`src/rtl/alsu_pkg.sv`:
```
// Shared opcode constants and FSM encoding for the sequential ALU/shifter.
package alsu_pkg;

  localparam logic [3:0] OP_ADD  = 4'd0;
  localparam logic [3:0] OP_SUB  = 4'd1;
  localparam logic [3:0] OP_INC  = 4'd2;
  localparam logic [3:0] OP_DEC  = 4'd3;
  localparam logic [3:0] OP_AND  = 4'd4;
  localparam logic [3:0] OP_OR   = 4'd5;
  localparam logic [3:0] OP_XOR  = 4'd6;
  localparam logic [3:0] OP_NOT  = 4'd7;
  localparam logic [3:0] OP_SHL  = 4'd8;
  localparam logic [3:0] OP_SHR  = 4'd9;
  localparam logic [3:0] OP_SAR  = 4'd10;
  localparam logic [3:0] OP_ROL  = 4'd11;
  localparam logic [3:0] OP_ROR  = 4'd12;
  localparam logic [3:0] OP_PASA = 4'd13;
  localparam logic [3:0] OP_PASB = 4'd14;
  localparam logic [3:0] OP_NEG  = 4'd15;

  typedef enum logic [1:0] {
    S_IDLE  = 2'd0,
    S_SHIFT = 2'd1,
    S_DONE  = 2'd2
  } state_t;

  function automatic logic is_shift(input logic [3:0] op);
    return (op >= OP_SHL) && (op <= OP_ROR);
  endfunction

endpackage

```
`src/rtl/alsu_comb.sv`:
```
// Single-cycle ALU ops with carry/borrow and signed overflow.
// Shift opcodes fall through to PASS A, which is the shift-by-zero result.
module alsu_comb
  import alsu_pkg::*;
#(
  parameter int W = 16
) (
  input  logic [3:0]   func,
  input  logic [W-1:0] a,
  input  logic [W-1:0] b,
  output logic [W-1:0] res,
  output logic         cy,
  output logic         ov
);

  logic [W:0] sum;

  always_comb begin
    sum = '0;
    res = a;
    cy  = 1'b0;
    ov  = 1'b0;
    case (func)
      OP_ADD: begin
        sum = {1'b0, a} + {1'b0, b};
        res = sum[W-1:0];
        cy  = sum[W];
        ov  = (a[W-1] == b[W-1]) && (res[W-1] != a[W-1]);
      end
      // For subtracting ops the top bit of the W+1-bit result is the borrow.
      OP_SUB: begin
        sum = {1'b0, a} - {1'b0, b};
        res = sum[W-1:0];
        cy  = sum[W];
        ov  = (a[W-1] != b[W-1]) && (res[W-1] != a[W-1]);
      end
      OP_INC: begin
        sum = {1'b0, a} + (W+1)'(1);
        res = sum[W-1:0];
        cy  = sum[W];
        ov  = ~a[W-1] & res[W-1];
      end
      OP_DEC: begin
        sum = {1'b0, a} - (W+1)'(1);
        res = sum[W-1:0];
        cy  = sum[W];
        ov  = a[W-1] & ~res[W-1];
      end
      OP_NEG: begin
        sum = {(W+1){1'b0}} - {1'b0, a};
        res = sum[W-1:0];
        cy  = sum[W];
        ov  = a[W-1] & res[W-1];
      end
      OP_AND:  res = a & b;
      OP_OR:   res = a | b;
      OP_XOR:  res = a ^ b;
      OP_NOT:  res = ~a;
      OP_PASB: res = b;
      default: res = a;
    endcase
  end

endmodule

```
`src/rtl/alsu_seq.sv`:
```
// Sequential ALU: single-cycle ops finish in one cycle, shifts/rotates
// move the working register one bit per cycle under a down-counter.
module alsu_seq
  import alsu_pkg::*;
#(
  parameter  int W  = 16,
  localparam int SW = $clog2(W)
) (
  input  logic         clk,
  input  logic         rst,
  input  logic         start,
  input  logic [3:0]   funcion,
  input  logic [W-1:0] tupla_a,
  input  logic [W-1:0] tupla_b,
  output logic         busy,
  output logic         done,
  output logic [W-1:0] respuesta,
  output logic         cy,
  output logic         ov,
  output logic         z,
  output logic         n
);

  state_t        state, state_nxt;
  logic [3:0]    op;
  logic [W-1:0]  work, work_nxt;
  logic          bit_out;
  logic [SW-1:0] cnt;
  logic [SW-1:0] amt;
  logic          shift_req;
  logic [W-1:0]  c_res;
  logic          c_cy, c_ov;

  assign amt       = tupla_b[SW-1:0];
  assign shift_req = is_shift(funcion) && (amt != '0);

  alsu_comb #(.W(W)) u_comb (
    .func (funcion),
    .a    (tupla_a),
    .b    (tupla_b),
    .res  (c_res),
    .cy   (c_cy),
    .ov   (c_ov)
  );

  always_ff @(posedge clk or posedge rst) begin
    if (rst) state <= S_IDLE;
    else     state <= state_nxt;
  end

  always_comb begin
    state_nxt = state;
    busy      = (state != S_IDLE);
    done      = (state == S_DONE);
    case (state)
      S_IDLE:  if (start) state_nxt = shift_req ? S_SHIFT : S_DONE;
      S_SHIFT: if (cnt == SW'(1)) state_nxt = S_DONE;
      default: state_nxt = S_IDLE;
    endcase
  end

  // One-bit step of the latched shift op; bit_out is the bit leaving the word.
  always_comb begin
    work_nxt = work;
    bit_out  = 1'b0;
    case (op)
      OP_SHL: {bit_out, work_nxt} = {work, 1'b0};
      OP_SHR: {work_nxt, bit_out} = {1'b0, work};
      OP_SAR: {work_nxt, bit_out} = {work[W-1], work};
      OP_ROL: begin
        work_nxt = {work[W-2:0], work[W-1]};
        bit_out  = work[W-1];
      end
      OP_ROR: begin
        work_nxt = {work[0], work[W-1:1]};
        bit_out  = work[0];
      end
      default: ;
    endcase
  end

  // Results are written on the edge that enters DONE, so they stay stable
  // from one done pulse to the next.
  always_ff @(posedge clk or posedge rst) begin
    if (rst) begin
      op        <= '0;
      work      <= '0;
      cnt       <= '0;
      respuesta <= '0;
      cy        <= 1'b0;
      ov        <= 1'b0;
      z         <= 1'b0;
      n         <= 1'b0;
    end else begin
      case (state)
        S_IDLE: if (start) begin
          op   <= funcion;
          work <= tupla_a;
          cnt  <= shift_req ? amt : '0;
          if (!shift_req) begin
            respuesta <= c_res;
            cy        <= c_cy;
            ov        <= c_ov;
            z         <= (c_res == '0);
            n         <= c_res[W-1];
          end
        end
        S_SHIFT: begin
          work <= work_nxt;
          cnt  <= cnt - SW'(1);
          if (cnt == SW'(1)) begin
            respuesta <= work_nxt;
            cy        <= bit_out;
            ov        <= 1'b0;
            z         <= (work_nxt == '0);
            n         <= work_nxt[W-1];
          end
        end
        default: ;
      endcase
    end
  end

endmodule

```
`config.mk`:
```
export PLATFORM = sky130hd
export DESIGN_NAME = alsu_seq
export DESIGN_NICKNAME = d
export VERILOG_FILES = /design/src/rtl/alsu_pkg.sv /design/src/rtl/alsu_comb.sv /design/src/rtl/alsu_seq.sv
export SDC_FILE = /design/constraint.sdc
export NUM_CORES = 1
export LEC_CHECK = 0
export ABC_CLOCK_PERIOD_IN_PS = 7450
export CAP_MARGIN = 10
export CELL_PAD_IN_SITES_DETAIL_PLACEMENT = 1
export CELL_PAD_IN_SITES_GLOBAL_PLACEMENT = 1
export CORE_MARGIN = 2
export CORE_UTILIZATION = 45
export CTS_CLUSTER_SIZE = 30
export DETAILED_ROUTE_END_ITERATION = 6
export PLACE_DENSITY_LB_ADDON = 0.2
export SLEW_MARGIN = 40
export SYNTH_ARGS = -nofsm -noshare
export SYNTH_HDL_FRONTEND = slang
export SYNTH_SLANG_ARGS = --single-unit
```
`constraint.sdc`:
```
create_clock -name clk -period 7.45 [get_ports clk]
set_input_delay 1.1175 -clock clk [delete_from_list [all_inputs] [get_ports clk]]
set_output_delay 1.1175 -clock clk [all_outputs]
set_load 0.01 [all_outputs]
```
==> flow_metrics.tcl <==
set metrics [dict create \
    failed_checks "design-rule violations" \
    holdBufCountCts 0 \
    rsz0062_at_grt "no" \
    die_y_um 126 \
    detailedRoute.firstIterationViolations 837 \
    ys_flop_type "sky130_fd_sc_hd__dfrtp_1" \
    via_count_normalized_by_instance_count 6.91 \
    run_status "finished, violations left" \
    finish.instance_area_mm2 0.00742 \
    cts_setup_buffers 0 \
    start_util 0.460 \
    hold_path_class "flop to flop" \
    synthToLayoutAreaGrowth_pct 11.4 \
    synth_common_cells "sky130_fd_sc_hd__nand2_1 (82), sky130_fd_sc_hd__nor2_1 (78), sky130_fd_sc_hd__a21oi_1 (62), sky130_fd_sc_hd__ha_1 (62), sky130_fd_sc_hd__o21ai_0 (56)" \
    path_cells "clkdlybuf4s50_1 > inv_1 > ha_1 > o21bai_1 > a211oi_1 > o21ai_0 > a311oi_1 > nor3_1 > o32ai_1 > o31ai_1 > a21oi_1 > a21oi_1" \
    detailroute.via_count 7558 \
    grt_first_pass_wirelength_mm 43.1 \
    design.core.area_mm2 0.0145 \
    total_nets_final 1013 \
    finish.cell_count_without_fillers 1093 \
    timing.fmax_mhz 196 \
    critical_path.max_fanout 20 \
    finalSetupViolations 0 \
    synth_seq_area_share 0.169 \
    worst_pin_slew_ns 0.902 \
    postSynthRegisterBits 45 \
    maxSlewHeadroom 0.397 \
    proportion_of_layout_cells_with_a_drive_suffix_above_1 0.0506 \
    avgSynthCellArea_um2 7.37 \
    drt_pass_1_iters 7 \
    tritoncts_buffers 5 \
    antenna_violations_before_repair 0 \
    cts_tree "done" \
    post_synth_num_cell_types 79 \
    synthDominantAreaCellType "sky130_fd_sc_hd__dfrtp_1" \
    critical_path.endpoint_type "flop" \
    max-cap-violations 0 \
    setup_tns_ns 0 \
    pre_cts_ws_ns 2.22 \
    drt_wl_total_mm 27.7 \
    grt_start_max_net_pins 52 \
    regToRegSetupSlack_ns 4.42 \
    syn_inst 903 \
    power.density_cell_area_mw_per_mm2 224 \
    synth_warnings 0 \
    cts_repair_resize_count 0 \
    via_count_of_the_first_global_routing_pass 7539 \
    detailed_place.area_mm2 0.00729 \
    dieArea_mm2 0.0158 \
    area.sequential_mm2 0.00113 \
    die_extent_in_x_um 126 \
    synth_enable_flop_cells 0 \
    critical_path_required_ns 7.59 \
    dpl.hpwl_mm 20.8 \
    cp.arrival_ns 5.26 \
    cpPeakStageDelay_ns 1.00 \
    top_level_ports 61 \
    drt_drc_violations_left 3 \
    post-place-cells 1087 \
    critPathKind "primary input to flop" \
    drtAntennaViolNets 0 \
    root_buffer_selected_by_cts "sky130_fd_sc_hd__clkbuf_16" \
    post-route-period-util 0.686 \
    p_leak_nw 3.00 \
    gpl_wtd_cong 0.998 \
    timing.hold.ws_ns 0.470 \
    fraction_of_the_core_area_covered_by_cells_at_the_end_of_the_flow 0.512 \
    setup_ws_ns 2.34 \
    cts_num_sinks 45 \
    critical_path.top_delay_family "compound AO/OA/AOI/OAI gates" \
    worstPathBufferInverterCount 2 \
    area_of_combinational_cells_with_multiple_inputs_mm2 0.00504 \
    post-synth-top-count-cell "sky130_fd_sc_hd__nand2_1" \
    report.final.slew_viol_count 0 \
    post_synth_instance_area_mm2 0.00666 \
    clk_transition_reported_paths_ns 0.06 \
    power.total_mw 1.66 \
    post-synth-top-area-fraction 0.169 \
    syn-num-nets 1006 \
    wire_per_inst_um 25.4 \
    clkLatencyLatePin_ns 0.29 \
    setup.worst_path.start_class "primary input" \
    timing.final.crit_period_ns 5.11 \
    num_rows 44 \
    port-buffer-count 60 \
    timing.critical_path.slowest_stage_cell "sky130_fd_sc_hd__clkdlybuf4s50_1" \
    grt_ovf 0 \
    irDropWorstVdd_mv 0.114 \
    synth_top_cells_by_area "sky130_fd_sc_hd__dfrtp_1 (17%), sky130_fd_sc_hd__ha_1 (12%), sky130_fd_sc_hd__a21oi_1 (4.7%)" \
    htreeDepth 2 \
    grt.total_usage 0.341 \
    fillers 1822 \
    ctsLongestPathBuffers 2 \
    finalHoldViolations 0 \
    count_of_antenna_diodes_in_the_layout 0 \
    post_synthesis_async_set_or_reset_flop_share 1.00 \
    fin_worst_skew_ns 0.00719 \
    cp_common_cell "sky130_fd_sc_hd__a21oi_1" \
]
==> power by group <==
part | total, mW | internal, mW | switching (mW) | leakage [nW]
Sequential | 0.484 | 0.356 | 0.128 | 0.558
Clock | 0.209 | 0.120 | 0.0890 | 0.0655
Combinational | 0.971 | 0.400 | 0.571 | 2.38
==> layer usage <==
layer  wire length (um)  GRT usage  vias up
met5                  0          0        -
met4               1090      0.128        0
met3               2090     0.0348       68
met2              12700      0.558      385
met1              11800      0.465     3725
li1                   -          -     3380
==> cell type report <==
| type | count | area share |
|---|---|---|
| Sequential cell | 45 | 0.152 |
| Multi-Input combinational cell | 732 | 0.679 |
| Inverter | 51 | 0.0261 |
| Tap cell | 184 | 0.0310 |
| Timing Repair Buffer | 75 | 0.0941 |
| Clock buffer | 5 | 0.0169 |
| Clock inverter | 1 | 0.000675 |
==> cells in the final DEF (no fill, tap or decap), types with 6 or more instances in the layout <==
cell type	instances
sky130_fd_sc_hd__nand2b_1	14
sky130_fd_sc_hd__inv_1	50
sky130_fd_sc_hd__nand4_1	15
sky130_fd_sc_hd__a221o_1	17
sky130_fd_sc_hd__nor2b_1	17
sky130_fd_sc_hd__o21bai_1	7
sky130_fd_sc_hd__a31oi_1	17
sky130_fd_sc_hd__nor3_1	19
sky130_fd_sc_hd__ha_1	62
sky130_fd_sc_hd__a211oi_1	13
sky130_fd_sc_hd__o21ai_0	56
sky130_fd_sc_hd__nand3_1	18
sky130_fd_sc_hd__a21oi_1	62
sky130_fd_sc_hd__and3_1	6
sky130_fd_sc_hd__clkdlybuf4s50_1	57
sky130_fd_sc_hd__a22oi_1	9
sky130_fd_sc_hd__xnor2_1	27
sky130_fd_sc_hd__a222oi_1	14
sky130_fd_sc_hd__or3_1	7
sky130_fd_sc_hd__nand2_1	82
sky130_fd_sc_hd__o22ai_1	10
sky130_fd_sc_hd__nor3b_1	12
sky130_fd_sc_hd__nor4_1	16
sky130_fd_sc_hd__o211ai_1	14
sky130_fd_sc_hd__or4_1	8
sky130_fd_sc_hd__dfrtp_1	45
sky130_fd_sc_hd__nor2_1	78
sky130_fd_sc_hd__a221oi_1	6
sky130_fd_sc_hd__mux2i_1	17
sky130_fd_sc_hd__buf_4	15
==> sequential cells by signal (all words and copies together) (netlist names) <==
register	cells
cy	1
respuesta	16
z	1
ov	1
state	2
cnt	4
op	4
work	16
==> worst paths after layout <==
| check | from | end | depth (start not counted) |
|---|---|---|---|
| min reg2reg | respuesta[6]$_DFFE_PP0P_ | respuesta[6]$_DFFE_PP0P_ | 2 |
| min | respuesta[6]$_DFFE_PP0P_ | respuesta[6]$_DFFE_PP0P_ | 2 |
| max in group asynchronous | rst | work[9]$_DFFE_PP0P_ | 2 |
| max | tupla_a[2] | respuesta[14]$_DFFE_PP0P_ | 12 |
| max reg2reg | op[0]$_DFFE_PP0P_ | z$_DFFE_PP0P_ | 8 |
| min in group asynchronous | rst | respuesta[9]$_DFFE_PP0P_ | 2 |
==> kinds of logic (layout without fill, tap and decap cells) <==
kind of cell / after synthesis / count (layout) / synth area share
AND/OR/NAND/NOR: 324 / 324 / 0.253
multiplexers: 19 / 19 / 0.0289
buffers and inverters: 126 / 132 / 0.0771
adder cells (fa/ha/maj): 64 / 64 / 0.123
AO/OA/AOI/OAI: 293 / 293 / 0.307
XOR/XNOR: 32 / 32 / 0.0432
flip-flops: 45 / 45 / 0.169
==> tightest hold or removal path, stage by stage (launching register included) <==
cell and delay [ns]:
sky130_fd_sc_hd__dfrtp_1 0.34, sky130_fd_sc_hd__nand2_1 0.05, sky130_fd_sc_hd__nand2_1 0.05
Power figures use the tool's default switching activity.
